`src/rtl/kl11_pkg.sv`:
```
// Shared definitions for the KL11 console interface: register offsets,
// CSR bit positions, FSM encodings and the bus byte-lane helper.
package kl11_pkg;

  localparam logic [2:0] OFF_RCSR = 3'd0;
  localparam logic [2:0] OFF_RBUF = 3'd2;
  localparam logic [2:0] OFF_XCSR = 3'd4;
  localparam logic [2:0] OFF_XBUF = 3'd6;

  localparam int BIT_DONE    = 7;
  localparam int BIT_IE      = 6;
  localparam int BIT_MAINT   = 0;
  localparam int BIT_OVERRUN = 15;

  typedef enum logic [1:0] {TX_IDLE, TX_START, TX_DATA, TX_STOP} tx_state_e;
  typedef enum logic [1:0] {RX_IDLE, RX_START, RX_DATA, RX_STOP} rx_state_e;

  // Byte reads return the addressed byte right-justified.
  function automatic logic [15:0] byte_lane(input logic [15:0] word,
                                            input logic        byte_op,
                                            input logic        odd);
    if (!byte_op) return word;
    return odd ? {8'h00, word[15:8]} : {8'h00, word[7:0]};
  endfunction

endpackage

```
`src/rtl/kl11_uart_rx.sv`:
```
// 8N1 receiver: two-flop synchronizer, mid-bit sampling from a validated
// start bit, one-cycle valid pulse with the byte on a good stop bit.
module kl11_uart_rx
  import kl11_pkg::*;
#(
  parameter logic [15:0] CLK_DIV = 16'd434
) (
  input  logic       clk,
  input  logic       reset,
  input  logic       line,
  output logic       valid,
  output logic [7:0] data
);

  localparam logic [15:0] HALF = (CLK_DIV >> 1) - 16'd1;
  localparam logic [15:0] FULL = CLK_DIV - 16'd1;

  logic        sync1, line_s, line_prev;
  rx_state_e   state, state_n;
  logic [15:0] cnt, cnt_n;
  logic [2:0]  idx, idx_n;
  logic [7:0]  shift, shift_n;
  logic        ferr, ferr_n;
  logic        valid_n;
  logic [7:0]  data_n;

  // NOTE: sequential state uses non-blocking assignments only, so every
  // register samples its inputs from the same pre-edge snapshot.
  always_ff @(posedge clk) begin
    if (reset) begin
      sync1     <= 1'b1;
      line_s    <= 1'b1;
      line_prev <= 1'b1;
      state     <= RX_IDLE;
      cnt       <= '0;
      idx       <= '0;
      shift     <= '0;
      ferr      <= 1'b0;
      valid     <= 1'b0;
      data      <= '0;
    end else begin
      sync1     <= line;
      line_s    <= sync1;
      line_prev <= line_s;
      state     <= state_n;
      cnt       <= cnt_n;
      idx       <= idx_n;
      shift     <= shift_n;
      ferr      <= ferr_n;
      valid     <= valid_n;
      data      <= data_n;
    end
  end

  // NOTE: every output of this block gets a default first, so no path can
  // leave a variable unassigned and infer a latch.
  always_comb begin
    state_n = state;
    cnt_n   = cnt;
    idx_n   = idx;
    shift_n = shift;
    ferr_n  = ferr;
    valid_n = 1'b0;
    data_n  = data;
    unique case (state)
      RX_IDLE: begin
        if (line_prev && !line_s) begin
          state_n = RX_START;
          cnt_n   = HALF;
        end
      end
      RX_START: begin
        if (cnt == '0) begin
          if (line_s) begin
            state_n = RX_IDLE;
          end else begin
            state_n = RX_DATA;
            cnt_n   = FULL;
            idx_n   = '0;
          end
        end else begin
          cnt_n = cnt - 16'd1;
        end
      end
      RX_DATA: begin
        if (cnt == '0) begin
          shift_n = {line_s, shift[7:1]};
          cnt_n   = FULL;
          if (idx == 3'd7) state_n = RX_STOP;
          else             idx_n   = idx + 3'd1;
        end else begin
          cnt_n = cnt - 16'd1;
        end
      end
      RX_STOP: begin
        // After a framing error, hold here until the line returns high.
        if (ferr) begin
          if (line_s) begin
            state_n = RX_IDLE;
            ferr_n  = 1'b0;
          end
        end else if (cnt == '0) begin
          if (line_s) begin
            valid_n = 1'b1;
            data_n  = shift;
            state_n = RX_IDLE;
          end else begin
            ferr_n = 1'b1;
          end
        end else begin
          cnt_n = cnt - 16'd1;
        end
      end
      default: state_n = RX_IDLE;
    endcase
  end

endmodule

```
`src/rtl/kl11_console.sv`:
```
// DL11/KL11 console: RCSR/RBUF/XCSR/XBUF on the iopage bus, an 8N1
// transmitter, and the kl11_uart_rx receiver with maintenance loopback.
module kl11_console
  import kl11_pkg::*;
#(
  parameter logic [15:0] CLK_DIV = 16'd434,
  parameter logic [12:0] BASE    = 13'o17560
) (
  input  logic        clk,
  input  logic        reset,
  input  logic [12:0] iopage_addr,
  input  logic [15:0] data_in,
  output logic [15:0] data_out,
  output logic        decode,
  input  logic        iopage_rd,
  input  logic        iopage_wr,
  input  logic        iopage_byte_op,
  input  logic        rxd,
  output logic        txd,
  output logic        rx_int,
  output logic        tx_int
);

  localparam logic [15:0] FULL = CLK_DIV - 16'd1;

  logic        rx_done, rx_ie, overrun, tx_ready, tx_ie, maint;
  logic [7:0]  rbuf, tx_buf;
  logic [2:0]  reg_off;
  logic        bus_rd, lo_we, rbuf_rd, xbuf_wr;
  logic [15:0] word;
  logic        rx_valid;
  logic [7:0]  rx_byte;

  tx_state_e   tx_state, tx_state_n;
  logic [15:0] tx_cnt, tx_cnt_n;
  logic [2:0]  tx_bit, tx_bit_n;
  logic [7:0]  tx_shift, tx_shift_n;
  logic        txd_n, tx_end;

  assign decode  = ({1'b0, iopage_addr} >= {1'b0, BASE}) &&
                   ({1'b0, iopage_addr} <= {1'b0, BASE} + 14'd7);
  // The window is word aligned, so the low address bits give the offset.
  assign reg_off = {iopage_addr[2:1] - BASE[2:1], 1'b0};
  assign bus_rd  = decode && iopage_rd;
  assign lo_we   = decode && iopage_wr && !(iopage_byte_op && iopage_addr[0]);
  assign rbuf_rd = bus_rd && (reg_off == OFF_RBUF);
  assign xbuf_wr = lo_we && (reg_off == OFF_XBUF);

  always_comb begin
    word = '0;
    unique case (reg_off)
      OFF_RCSR: begin
        word[BIT_DONE] = rx_done;
        word[BIT_IE]   = rx_ie;
      end
      OFF_RBUF: begin
        word[7:0]         = rbuf;
        word[BIT_OVERRUN] = overrun;
      end
      OFF_XCSR: begin
        word[BIT_DONE]  = tx_ready;
        word[BIT_IE]    = tx_ie;
        word[BIT_MAINT] = maint;
      end
      default: word = '0;
    endcase
    data_out = bus_rd ? byte_lane(word, iopage_byte_op, iopage_addr[0]) : '0;
  end

  always_ff @(posedge clk) begin
    if (reset) begin
      rx_done  <= 1'b0;
      rx_ie    <= 1'b0;
      overrun  <= 1'b0;
      rbuf     <= '0;
      tx_ready <= 1'b1;
      tx_ie    <= 1'b0;
      maint    <= 1'b0;
      tx_buf   <= '0;
      rx_int   <= 1'b0;
      tx_int   <= 1'b0;
    end else begin
      rx_int <= rx_done & rx_ie;
      tx_int <= tx_ready & tx_ie;
      // A completing frame beats a concurrent RBUF read.
      if (rx_valid) begin
        rbuf    <= rx_byte;
        rx_done <= 1'b1;
        overrun <= rx_done & ~rbuf_rd;
      end else if (rbuf_rd) begin
        rx_done <= 1'b0;
        overrun <= 1'b0;
      end
      if (lo_we && reg_off == OFF_RCSR) rx_ie <= data_in[BIT_IE];
      if (lo_we && reg_off == OFF_XCSR) begin
        tx_ie <= data_in[BIT_IE];
        maint <= data_in[BIT_MAINT];
      end
      if (tx_end) begin
        tx_ready <= 1'b1;
      end else if (xbuf_wr && tx_ready) begin
        tx_buf   <= data_in[7:0];
        tx_ready <= 1'b0;
      end
    end
  end

  always_ff @(posedge clk) begin
    if (reset) begin
      tx_state <= TX_IDLE;
      tx_cnt   <= '0;
      tx_bit   <= '0;
      tx_shift <= '0;
      txd      <= 1'b1;
    end else begin
      tx_state <= tx_state_n;
      tx_cnt   <= tx_cnt_n;
      tx_bit   <= tx_bit_n;
      tx_shift <= tx_shift_n;
      txd      <= txd_n;
    end
  end

  // TX_READY low while idle means a byte is waiting in tx_buf.
  always_comb begin
    tx_state_n = tx_state;
    tx_cnt_n   = tx_cnt;
    tx_bit_n   = tx_bit;
    tx_shift_n = tx_shift;
    txd_n      = txd;
    tx_end     = 1'b0;
    unique case (tx_state)
      TX_IDLE: begin
        if (!tx_ready) begin
          tx_state_n = TX_START;
          tx_cnt_n   = FULL;
          tx_shift_n = tx_buf;
          txd_n      = 1'b0;
        end
      end
      TX_START: begin
        if (tx_cnt == '0) begin
          tx_state_n = TX_DATA;
          tx_cnt_n   = FULL;
          tx_bit_n   = '0;
          txd_n      = tx_shift[0];
        end else begin
          tx_cnt_n = tx_cnt - 16'd1;
        end
      end
      TX_DATA: begin
        if (tx_cnt == '0) begin
          tx_cnt_n = FULL;
          if (tx_bit == 3'd7) begin
            tx_state_n = TX_STOP;
            txd_n      = 1'b1;
          end else begin
            tx_bit_n   = tx_bit + 3'd1;
            tx_shift_n = {1'b0, tx_shift[7:1]};
            txd_n      = tx_shift[1];
          end
        end else begin
          tx_cnt_n = tx_cnt - 16'd1;
        end
      end
      TX_STOP: begin
        if (tx_cnt == '0) begin
          tx_state_n = TX_IDLE;
          tx_end     = 1'b1;
        end else begin
          tx_cnt_n = tx_cnt - 16'd1;
        end
      end
      default: tx_state_n = TX_IDLE;
    endcase
  end

  kl11_uart_rx #(
    .CLK_DIV(CLK_DIV)
  ) u_rx (
    .clk  (clk),
    .reset(reset),
    .line (maint ? txd : rxd),
    .valid(rx_valid),
    .data (rx_byte)
  );

endmodule

```
`config.mk`:
```
export PLATFORM = sky130hd
export DESIGN_NAME = kl11_console
export DESIGN_NICKNAME = d
export VERILOG_FILES = /design/src/rtl/kl11_pkg.sv /design/src/rtl/kl11_uart_rx.sv /design/src/rtl/kl11_console.sv
export SDC_FILE = /design/constraint.sdc
export NUM_CORES = 1
export LEC_CHECK = 0
export ABC_AREA = 1
export BUFFER_PORTS_ARGS = -buffer_cell sky130_fd_sc_hd__buf_2
export CAP_MARGIN = 20
export CORE_MARGIN = 3
export CORE_UTILIZATION = 45
export CTS_CLUSTER_SIZE = 40
export DETAILED_ROUTE_END_ITERATION = 10
export PLACE_DENSITY = 0.74
export SYNTH_ARGS = -nofsm -noshare
export SYNTH_HDL_FRONTEND = slang
export SYNTH_SLANG_ARGS = --single-unit
```
`constraint.sdc`:
```
create_clock -name clk -period 1.8 [get_ports clk]
set_clock_uncertainty 0.15 [all_clocks]
set_input_delay 0.36 -clock clk [delete_from_list [all_inputs] [get_ports clk]]
set_output_delay 0.36 -clock clk [all_outputs]
set_load 0.005 [all_outputs]
```
==> results.sh <==
export IMPL_outcome="complete, but fails checks"
export IMPL_failed_checks="setup timing"
export IMPL_clk_latency_ns=0.35
export IMPL_ys_ff_latch=96
export IMPL_grt_ovfl_total=0
export IMPL_timing_final_ws_setup_ns=-0.0790
export IMPL_place_ws_ns=-0.180
export IMPL_cts_root_buf="clkbuf_16"
export IMPL_netlist_area_um2=5190
export IMPL_cp_arrival_ns=1.37
export IMPL_num_antenna_cells=0
export IMPL_fin_hold_ws_ns=0.0778
export IMPL_p_int_w=0.00635
export IMPL_drive_above_1_share_pct=34.0
export IMPL_core_um2=11100
export IMPL_dieArea_um2=12900
export IMPL_drt_iter0_drc=388
export IMPL_holdPathStages=3
export IMPL_fmax_ghz=0.532
export IMPL_area_growth_syn_to_layout_pct=36.2
export IMPL_vias_per_cell=5.06
export IMPL_synthDominantCellAreaShare_pct=37.0
export IMPL_fin_crit_sh_pct=104
export IMPL_tritoncts="yes"
export IMPL_synth_edff_count=0
export IMPL_hold_class="in -> reg"
export IMPL_ys_warn_count=0
export IMPL_clkTransAtPathRegs_ns=0.07
export IMPL_die_w_um=113
export IMPL_netlist_instances=755
export IMPL_track_usage_pct=19.4
export IMPL_comb_power_share_pct=58.6
export IMPL_antenna_found_initial=0
export IMPL_cp_required_ns=1.29
export IMPL_boundaryPins=55
export IMPL_switching_share_pct=45.0
export IMPL_worstSetupPathType="in -> out"
export IMPL_critPathMaxFanout=4
export IMPL_fin_nets=925
export IMPL_crit_family="buffers and inverters"
export IMPL_clkPwrFrac_pct=17.7
export IMPL_synth_top_area_cell="dfxtp_1"
export IMPL_grt_pass1_wl_um=20900
export IMPL_detailed_place_area_um2=5940
export IMPL_gp_congestion=0.874
export IMPL_maxCapViolCount=0
export IMPL_crit_buf_inv=5
export IMPL_synth_avg_cell_area_um2=6.88
export IMPL_h_tree_depth=3
export IMPL_finalHoldViolations=0
export IMPL_post_drt_wl_per_cell_um=13.3
export IMPL_power_leakage_nw=3.21
export IMPL_synth_area_leaders="dfxtp_1 37%, nand2_1 12%, nor2_1 8.6%, inv_1 6.0%, nand3_1 5.1%"
export IMPL_dr_pass1_iters=4
export IMPL_initial_core_util_pct=46.9
export IMPL_async_flop_share_pct=0
export IMPL_die_h_um=113
export IMPL_grt_pass1_vias=4712
export IMPL_clock_sinks=96
export IMPL_ys_seq_area_share_pct=37.0
export IMPL_drc=0
export IMPL_fp_row_count=38
export IMPL_final_setup_viol_count=7
export IMPL_crit_chain="buf_8 -> buf_8 -> inv_8 -> ha_4 -> inv_2 -> o221ai_2 -> a31oi_2 -> nor2_4 -> buf_2"
export IMPL_dp_hpwl_um=8380
export IMPL_critPathCaptureType="primary output"
export IMPL_ff2ff_path_depth=11
export IMPL_p_sw_w=0.00521
export IMPL_worstSetupPathDepth=9
export IMPL_port_buffers=39
export IMPL_synth_cell_types=45
export IMPL_grt_max_degree=48
export IMPL_finalMaxSlewViolations=0
export IMPL_power_frac_seq_pct=23.7
export IMPL_power_density_nw_per_um2=1640
export IMPL_stdcell_count=1014
export IMPL_final_util_pct=63.8
export IMPL_rsz0062_at_grt="yes"
export IMPL_yosysMostFrequentCell="nand2_1"
export IMPL_startpoint_type="input port"
export IMPL_final_antenna_net_count=0
export IMPL_crit_slowest_cell="o221ai_2"
export IMPL_ys_top_cells_by_count="171 x nand2_1, 119 x nor2_1, 96 x dfxtp_1, 83 x inv_1, 53 x nand3_1"
export IMPL_num_vias=5130
export IMPL_finalCriticalPeriod_ns=1.88
export IMPL_cts_buffer_depth=2
export IMPL_drt_total_wl_um=13500
export IMPL_dpl_cell_count=981
export IMPL_cts_buffers=9
export IMPL_synth_ff_type="dfxtp_1"
export IMPL_crit_path_max_incr_delay_ns=0.19
export IMPL_cpMostUsedCell="buf_8"
export IMPL_stdcell_area_um2=7070
export IMPL_peakVddDrop_v=0.00133
## sequential cells by signal (all words and copies together) (netlist names), 2 cells and up, named ones only
name,count
tx_state,2
tx_shift,8
tx_bit,3
tx_buf,8
tx_cnt,16
rbuf,8
u_rx.shift,8
u_rx.idx,3
u_rx.cnt,16
u_rx.data,8
## logic make-up after synthesis
logic type	synth area share, %
buffers and inverters	9.59
other	0.0722
flip-flops	37.0
AND/OR/NAND/NOR	34.3
XOR/XNOR	0.843
adder cells (fa/ha/maj)	5.06
AO/OA/AOI/OAI	13.2
## metal layers
layer | global-route usage, % | vias up | wire, um
met1 | 25.7 | 2391 | 6120
met4 | 4.57 | 0 | 142
li1 | - | 2651 | -
met5 | 0 | - | 0
met3 | 4.62 | 14 | 425
met2 | 32.3 | 74 | 6780
## timing repair
action / 4_1_cts / 5_1_grt
buffers inserted: 7 / 7
gates cloned: 1 / 2
hold buffers: 0 / 0
setup endpoints to repair: 29 / 82
pin swaps: 14 / 49
hold endpoints to repair: 0 / 0
gates resized for setup: 37 / 161
## worst reg2reg max path: cells and delay by family (launching register included)
kind	cells	cell delay [ns]
adders and majority gates	1	0.14
buffers and inverters	2	0.26
DFF	1	0.33
and+or+nand+nor	8	0.79
## cell type report
class / count / area [um^2]
clock buffer: 9 / 225
timing repair buffer: 122 / 937
fill: 922 / 4010
inverter: 87 / 343
tap: 140 / 175
sequential: 96 / 1950
timing repair inverter: 1 / 7.51
clock inverter: 7 / 93.8
multi-input combinational: 552 / 3340
## placed cells by master (no fill, tap or decap), types with 3 or more instances in the layout
cell and n:
nand3_2 9, inv_8 3, and3_1 3, clkbuf_16 10, dfxtp_4 3, buf_6 9, conb_1 7, buf_4 70
nand2_2 26, a21oi_1 36, ha_1 8, ha_4 10, nor2_4 16, xor2_1 4, nor2_2 20, nor3_1 5
clkinvlp_4 3, o21ai_0 29, o21ai_1 13, o21ai_2 7, nand2_4 7, nand3_1 44, inv_2 10, buf_2 36
dfxtp_2 11, nor2_1 95, buf_8 3, or2_2 4, nand4_1 6, a21oi_2 6, nand3_4 4, dfxtp_1 82
ha_2 3, nand2_1 148, buf_12 3, nor3_2 5, inv_1 72, a211oi_1 13
## metrics by stage
| step | power, W | setup TNS, ns |
|---|---|---|
| 2_1_floorplan | 0.00639 | 0 |
| 6_report | 0.0116 | -0.158 |
| 3_3_place_gp | 0.00790 | -1.74 |
| 4_1_cts | 0.0101 | 0 |
| 3_5_place_dp | 0.00797 | -2.61 |
| 5_1_grt | 0.0124 | -1.73 |
## power groups by stage
stage / sequential [W] / clock [W] / combinational [W]
floorplan: 0.00270 / 0 / 0.00369
global placement: 0.00269 / 0 / 0.00521
detailed placement: 0.00269 / 0 / 0.00528
CTS: 0.00265 / 0.00208 / 0.00540
global route: 0.00277 / 0.00217 / 0.00746
finish: 0.00274 / 0.00205 / 0.00678
## worst paths after layout
check / start / endpoint / slack [ns]
worst min register to register: u_rx.sync1$_SDFF_PP1_ / u_rx.line_s$_SDFF_PP1_ / 0.26
worst max-delay path: iopage_addr[1] / data_out[7] / -0.08
worst min-delay path: data_in[2] / tx_buf[2]$_SDFFE_PP0P_ / 0.08
worst max register to register: tx_cnt[0]$_SDFFE_PP0P_ / tx_cnt[15]$_SDFFE_PP0P_ / 0.04
Power figures use the tool's default switching activity.
